## src/rtl/gpu_fetch_pkg.sv

```systemverilog
// Shared types and constants for the fetch stage.
package gpu_fetch_pkg;

    typedef enum logic [1:0] {
        IDLE = 2'd0,
        RUN  = 2'd1,
        HALT = 2'd2
    } fetch_state_e;

    localparam int          INST_BYTES        = 4;
    localparam logic [31:0] HALT_WORD_DEFAULT = 32'hFFFF_FFFF;

endpackage

```

## src/rtl/fetch_out_reg.sv

```systemverilog
// Valid/ready payload register with explicit load and flush; flush wins over load.
// Latency 1 cycle; payload holds while valid && !rdy_i, clears valid on accept without load.
module fetch_out_reg #(
    parameter int DAT_BITS = 40
) (
    input  logic                clk_i,
    input  logic                rst_i,
    input  logic                load_i,
    input  logic                flush_i,
    input  logic [DAT_BITS-1:0] dat_i,
    output logic                vld_o,
    input  logic                rdy_i,
    output logic [DAT_BITS-1:0] dat_o
);

    logic                r_vld;
    logic [DAT_BITS-1:0] r_dat;

    always_ff @(posedge clk_i) begin
        if (rst_i) begin
            r_vld <= 1'b0;
            r_dat <= '0;
        end else if (flush_i) begin
            r_vld <= 1'b0;
        end else if (load_i) begin
            r_vld <= 1'b1;
            r_dat <= dat_i;
        end else if (rdy_i) begin
            r_vld <= 1'b0;
        end
    end

    assign vld_o = r_vld;
    assign dat_o = r_dat;

endmodule

```

## src/rtl/instruction_fetch.sv

```systemverilog
// Fetch stage: PC + IDLE/RUN/HALT control feeding an IF/ID valid/ready register.
// Latency 1 cycle fetch-to-valid; stalls hold PC and payload. FETCH_PERF_CNT_EN adds perf counters.
module instruction_fetch
    import gpu_fetch_pkg::*;
#(
    parameter int                    WORD_BITS = 32,
    parameter int                    ADDR_BITS = 8,
    parameter logic [ADDR_BITS-1:0]  RESET_PC  = '0,
    parameter logic [WORD_BITS-1:0]  HALT_WORD = WORD_BITS'(HALT_WORD_DEFAULT)
) (
    input  logic                 clk_i,
    input  logic                 rst_i,
    input  logic                 start_i,
    output logic [ADDR_BITS-1:0] imem_addr_o,
    input  logic [WORD_BITS-1:0] imem_rd_data_i,
    input  logic                 redirect_i,
    input  logic [ADDR_BITS-1:0] redirect_pc_i,
    output logic                 inst_valid_o,
    input  logic                 inst_ready_i,
    output logic [WORD_BITS-1:0] inst_o,
    output logic [ADDR_BITS-1:0] inst_pc_o,
`ifdef FETCH_PERF_CNT_EN
    output logic [31:0]          fetch_count_o,
    output logic [31:0]          stall_count_o,
`endif
    output logic                 halted_o
);

    fetch_state_e                   r_state;
    logic [ADDR_BITS-1:0]           r_pc;
    logic                           w_vld;
    logic                           w_load;
    logic                           w_is_halt;
    logic [WORD_BITS+ADDR_BITS-1:0] w_out_dat;

    // Redirect steals the cycle, so a load never coincides with a flush.
    assign w_load    = (r_state == RUN) && (!w_vld || inst_ready_i) && !redirect_i;
    assign w_is_halt = (imem_rd_data_i == HALT_WORD);

    always_ff @(posedge clk_i) begin
        if (rst_i) begin
            r_state <= IDLE;
            r_pc    <= RESET_PC;
        end else if (redirect_i) begin
            r_pc <= redirect_pc_i & ~ADDR_BITS'(INST_BYTES - 1);
            if (r_state == HALT || (r_state == IDLE && start_i))
                r_state <= RUN;
        end else if (r_state == IDLE) begin
            if (start_i)
                r_state <= RUN;
        end else if (w_load) begin
            // The PC parks on the halt word so a later redirect is the only way out.
            if (w_is_halt)
                r_state <= HALT;
            else
                r_pc <= r_pc + ADDR_BITS'(INST_BYTES);
        end
    end

    fetch_out_reg #(
        .DAT_BITS (WORD_BITS + ADDR_BITS)
    ) u_if_id (
        .clk_i   (clk_i),
        .rst_i   (rst_i),
        .load_i  (w_load),
        .flush_i (redirect_i),
        .dat_i   ({imem_rd_data_i, r_pc}),
        .vld_o   (w_vld),
        .rdy_i   (inst_ready_i),
        .dat_o   (w_out_dat)
    );

    assign imem_addr_o  = r_pc;
    assign inst_valid_o = w_vld;
    assign inst_o       = w_out_dat[WORD_BITS+ADDR_BITS-1:ADDR_BITS];
    assign inst_pc_o    = w_out_dat[ADDR_BITS-1:0];
    assign halted_o     = (r_state == HALT) && !w_vld;

`ifdef FETCH_PERF_CNT_EN
    logic [31:0] r_fetch_cnt;
    logic [31:0] r_stall_cnt;

    always_ff @(posedge clk_i) begin
        if (rst_i) begin
            r_fetch_cnt <= '0;
            r_stall_cnt <= '0;
        end else begin
            if (w_vld && inst_ready_i && r_fetch_cnt != '1)
                r_fetch_cnt <= r_fetch_cnt + 32'd1;
            if (w_vld && !inst_ready_i && r_stall_cnt != '1)
                r_stall_cnt <= r_stall_cnt + 32'd1;
        end
    end

    assign fetch_count_o = r_fetch_cnt;
    assign stall_count_o = r_stall_cnt;
`endif

endmodule

```

## config.mk

```make
export PLATFORM = sky130hd
export DESIGN_NAME = instruction_fetch
export DESIGN_NICKNAME = d
export VERILOG_FILES = /design/src/rtl/gpu_fetch_pkg.sv /design/src/rtl/fetch_out_reg.sv /design/src/rtl/instruction_fetch.sv
export SDC_FILE = /design/constraint.sdc
export NUM_CORES = 1
export LEC_CHECK = 0
export BUFFER_PORTS_ARGS = -buffer_cell sky130_fd_sc_hd__buf_2
export CORE_UTILIZATION = 48
export DETAILED_ROUTE_END_ITERATION = 10
export PLACE_DENSITY = 0.92
export SLEW_MARGIN = 10
export SYNTH_ARGS = -nofsm -noshare
export SYNTH_HDL_FRONTEND = slang
export SYNTH_SLANG_ARGS = --single-unit
export TNS_END_PERCENT = 100
```

## constraint.sdc

```tcl
create_clock -name clk_i -period 3.1 [get_ports clk_i]
set_clock_uncertainty 0.1 [all_clocks]
set_input_delay 0.465 -clock clk_i [delete_from_list [all_inputs] [get_ports clk_i]]
set_output_delay 0.465 -clock clk_i [all_outputs]
set_load 0.02 [all_outputs]
```

* Word level (Yosys, flattened, before mapping)
Index checks and enable logic that the tools add are counted.
Operators by class: equal/unequal tests 7, $add $sub $neg 1, mux-type cells 12, bitwise operators 3, reduce and logical (&&, ||, !) cells 18
Operators by type and width (number):
- equality test 32 bit, second input constant | 1
- two-way mux 8 bit | 4
- two-way mux 2 bit | 6
- adder 8 x 3 -> 8 bit, second input constant | 1
- AND reduction 3 bit | 2
- nonzero test 3 bit | 2
- logical AND 1 bit | 4
- inequality test 2 bit, second input constant | 2
- AND reduction 4 bit | 1
- nonzero test 2 bit | 2
- inequality test 3 bit, second input constant | 1
- NOT 1 bit | 3
- equality test 2 x 1 -> 1 bit, second input constant | 1
- equality test 2 bit, second input constant | 1
- zero test 1 bit | 2
- zero test 2 bit | 1
- logical OR 1 bit | 2
- two-way mux 1 bit | 2
- inequality test 2 x 1 -> 1 bit, second input constant | 1
- AND reduction 2 bit | 1
- OR reduction 2 bit | 1
Word-level totals: input bits 45, register bits 51

* Longest topological paths before layout
depth in word-level cells 7, mapped depth 7, mapped depth without buffers 5

* Hierarchy
Synthesis repeated with hierarchy kept, for this count alone.
Second synthesis, totals: cells, all modules 248, area total of the unflattened synthesis 2442.3 um^2
By module, submodules not included:
- fetch_out_reg | cells an instance 186, area each 1874.3 um^2, times used 1
- instruction_fetch | cells an instance 62, area each 568.0 um^2, times used 1

* Least setup slack after synthesis
OpenSTA, ideal clock, no wires.
path type input to register, start point input imem_rd_data_i[31], end point register r_pc[4], in the netlist imem_addr_o[4], path slack 1420 ps, data required time 2870 ps, stages 5, buffers on the path 0, arrival 1450 ps, cell sequence nand4_1 nor4_4 a21oi_2 a211oi_1 a2111oi_2
Between the ends: cells in the longest elaborated chain, start to end 3
Ends and longest elaborated chain:
- start: declaration | RTL line instruction_fetch.sv:15 | input logic [WORD_BITS-1:0] imem_rd_data_i,
- equality test 32 bit | RTL line instruction_fetch.sv:38 | assign w_is_halt = (imem_rd_data_i == HALT_WORD);
- inequality test 2 bit (no source line)
- AND reduction 3 bit (no source line)
- end signal: assignment | RTL line instruction_fetch.sv:45 | r_pc <= redirect_pc_i & ~ADDR_BITS'(INST_BYTES - 1);
- end signal: assignment | RTL line instruction_fetch.sv:56 | r_pc <= r_pc + ADDR_BITS'(INST_BYTES);
- end: declaration | RTL line instruction_fetch.sv:30 | logic [ADDR_BITS-1:0] r_pc;
No other way between the ends. A chain may end at the register's enable or synchronous reset.

* Worst setup path after layout
start point register r_state[0], end point register r_pc[6], in the netlist imem_addr_o[6]
Between the ends: cells in the longest elaborated chain, start to end 5
Ends and longest elaborated chain:
- start: declaration | RTL line instruction_fetch.sv:29 | fetch_state_e r_state;
- start signal: assignment | RTL line instruction_fetch.sv:42 | r_state <= IDLE;
- start signal: assignment | RTL line instruction_fetch.sv:47 | r_state <= RUN;
- start signal: assignment | RTL line instruction_fetch.sv:50 | r_state <= RUN;
- equality test 2 x 1 -> 1 bit | RTL line instruction_fetch.sv:37 | assign w_load = (r_state == RUN) && (!w_vld || inst_ready_i) && !redirect_i;
- logical AND 1 bit (2 in a row) | RTL line instruction_fetch.sv:37
- nonzero test 2 bit (no source line)
- AND reduction 3 bit (no source line) *
Every way passes the cells marked *; elsewhere a longest branch is shown, timed or not.

==> results.txt <==
most common cell in the netlist - nand2_1
Die Area - 4240 um^2
core area - 3740 um^2
Die Ht - 65.1 um
Setup Fix Bufs, Post-CTS - 0
antenna cells - 0
Warnings, synthesis - 0
Initial Utilization - 0.511
Final Hold Violating Endpoints - 0
Final ANT Viol Nets - 0
CP startpoint kind - register
Synth async-reset ratio - 0
Worst-path clk slew - 0.09 ns
Rows - 22
CTS-repair resized insts - 0
Leak Pwr - 0.00111 uW
Skew-Pair Late Insertion Delay - 0.29 ns
Ports - 95
slowest stage cell, crit path - dfxtp_1
synthesized area - 1910 um^2
hold path startpoint - redirect_pc_i[3]
Post-synth EDFFs - 0
cell taking the most area after synthesis - dfxtp_1
residual DRC count - 0
crit end category - register
CTS buffer count - 5
reg2reg path depth - 6
Hold Crit Class - input pin to register
layout cells sized above 1 - 0.330
number of buffers added on ports - 88
drt pass-1 iters - 4
wire per inst - 11.8 um
R2R Path Start - r_state[0]
initial antenna violation count - 0
top post-synthesis cells by count - nand2_1, dfxtp_1, a21oi_1, clkbuf_1
Final period util - 0.618
Max Cap Viol - 0
CTS tree - yes
r2r endpoint - imem_addr_o[6]
R2R Setup Slk - 1.18 ns
Die W - 65.1 um
f_max - 522 MHz
routed vias/inst - 5.11
RSZ-0062 raised after global routing - no
Post-synth top flop - dfxtp_1
WHS Endpoint - imem_addr_o[3]
largest net degree at the start of global routing - 49
final core occ - 0.658
nets - 363
max incr delay on CP - 0.38 ns
sequential share of the synthesized area - 0.492
IR drop worst, VDD - 333 uV
Setup-failing EPs final - 0
detailed-route wire length - 4320 um
# H-tree levels - 2
CTS Root Cell - clkbuf_8
Starting DRT DRC Count - 89
Pins Over Slew Limit - 0
RePlAce Congestion - 0.748
area share of the leading cell type in the synthesized netlist - 0.492
Tmin final - 1.92 ns
syn_area_per_cell - 8.14 um^2
run status - finished, final reports clean
Req. time, crit path - 3.22 ns
vias in the first global route - 1621
Vias - 1870
hpwl dp - 3120 um
Worst EP arrival - 2.04 ns
setup_tns - 0 ns
Cell variety after synth - 30
aggregate global-route resource usage - 0.212
area grow syn2layout - 28.9%
Synth area leaders - dfxtp_1, nand2_1, a21oi_1
relative slew slack - 0.439
crit path max fanout - 29
Hold Path Depth - 3
Mapped Cells - 235
Max clock buf depth - 2
pwr/cell area - 517 nW/um^2
first-pass GRT wire length - 6940 um
Yosys reg bits - 47
hold buffer count at CTS - 0
Slew @ Worst Pin - 0.841 ns
gr ovfl total - 0
crit-path cells - nor2b_1 -> nand2_1 -> nor2_2 -> buf_4 -> a32oi_1 -> a21oi_1
clock sink count - 47
Worst Hold Slack - 0.292 ns
kind of critical path - register to register
[worst max-delay path: cells and delay by family (launching register included)]
family / cells / cell delay (ns)
buffers and inverters: 1 / 0.38
AND/OR/NAND/NOR: 3 / 0.72
flip-flops: 1 / 0.38
AO/OA/AOI/OAI: 2 / 0.27
[report_power, final]
group	leakage [uW]	internal [uW]	switching, uW
logic	0.000668	64.0	110
clock network	0.0000612	261	190
registers	0.000384	630	18.3
total	0.00111	955	319
[cell usage in the layout, fill, tap and decap left out, types with 3 or more instances in the layout]
cell       n
buf_2     88
nand2_1   79
dfxtp_1   47
a21oi_1   40
nand4_1    7
nor2_1     6
a211oi_1   6
clkbuf_8   6
xnor2_1    4
conb_1     4
nand3_1    3
[metrics by stage]
stage	cells	power, uW	instance area (um^2)	worst slack (ns)
2_1_floorplan	238	771	1920	1.42
3_3_place_gp	358	834	2350	1.12
3_5_place_dp	358	838	2350	1.08
4_1_cts	366	1290	2460	1.17
5_1_grt	366	1340	2460	0.975
6_report	366	1270	2460	1.18
[worst max-delay path by stage]
stage / from / to / slack, ns / cells after the start
global route: r_state[0] / imem_addr_o[6] / 0.97 / 6
global placement: inst_ready_i / imem_addr_o[6] / 1.12 / 7
finish: r_state[0] / imem_addr_o[6] / 1.18 / 6
CTS: r_state[0] / imem_addr_o[6] / 1.17 / 6
detailed placement: redirect_i / r_state[0] / 1.08 / 6
floorplan: imem_rd_data_i[31] / imem_addr_o[4] / 1.42 / 5
[sequential cells by signal (all words and copies together) (netlist names)]
register	flops
u_if_id.dat_o	38
imem_addr_o	6
u_if_id.vld_o	1
r_state	2
[kinds of logic after synthesis]
kind of cell	share of synthesized area
buf+inv	0.0550
compound gates	0.156
fa+ha+maj	0.00654
mux	0.0105
xor+xnor	0.0183
simple gates	0.260
other cells	0.00196
flops	0.492
[final cells by class]
class,count,area [um^2]
fillers,351,1280
flip-flops and latches,47,941
multi-input cells,170,880
repair buffers,90,455
clock buffers,6,82.6
well taps,48,60.1
clock inverters,2,35.0
inverters,3,11.3
[metal layers]
metal  vias up  wire length [um]  track usage  part of all wire
met1       861              1930        0.243              0.45
met3         5               284       0.0660             0.066
met2        57              2070        0.372              0.48
met5         -                 0            0                 0
li1        947                 -            -                 -
met4         0                33       0.0707            0.0076
Power figures use the tool's default switching activity.
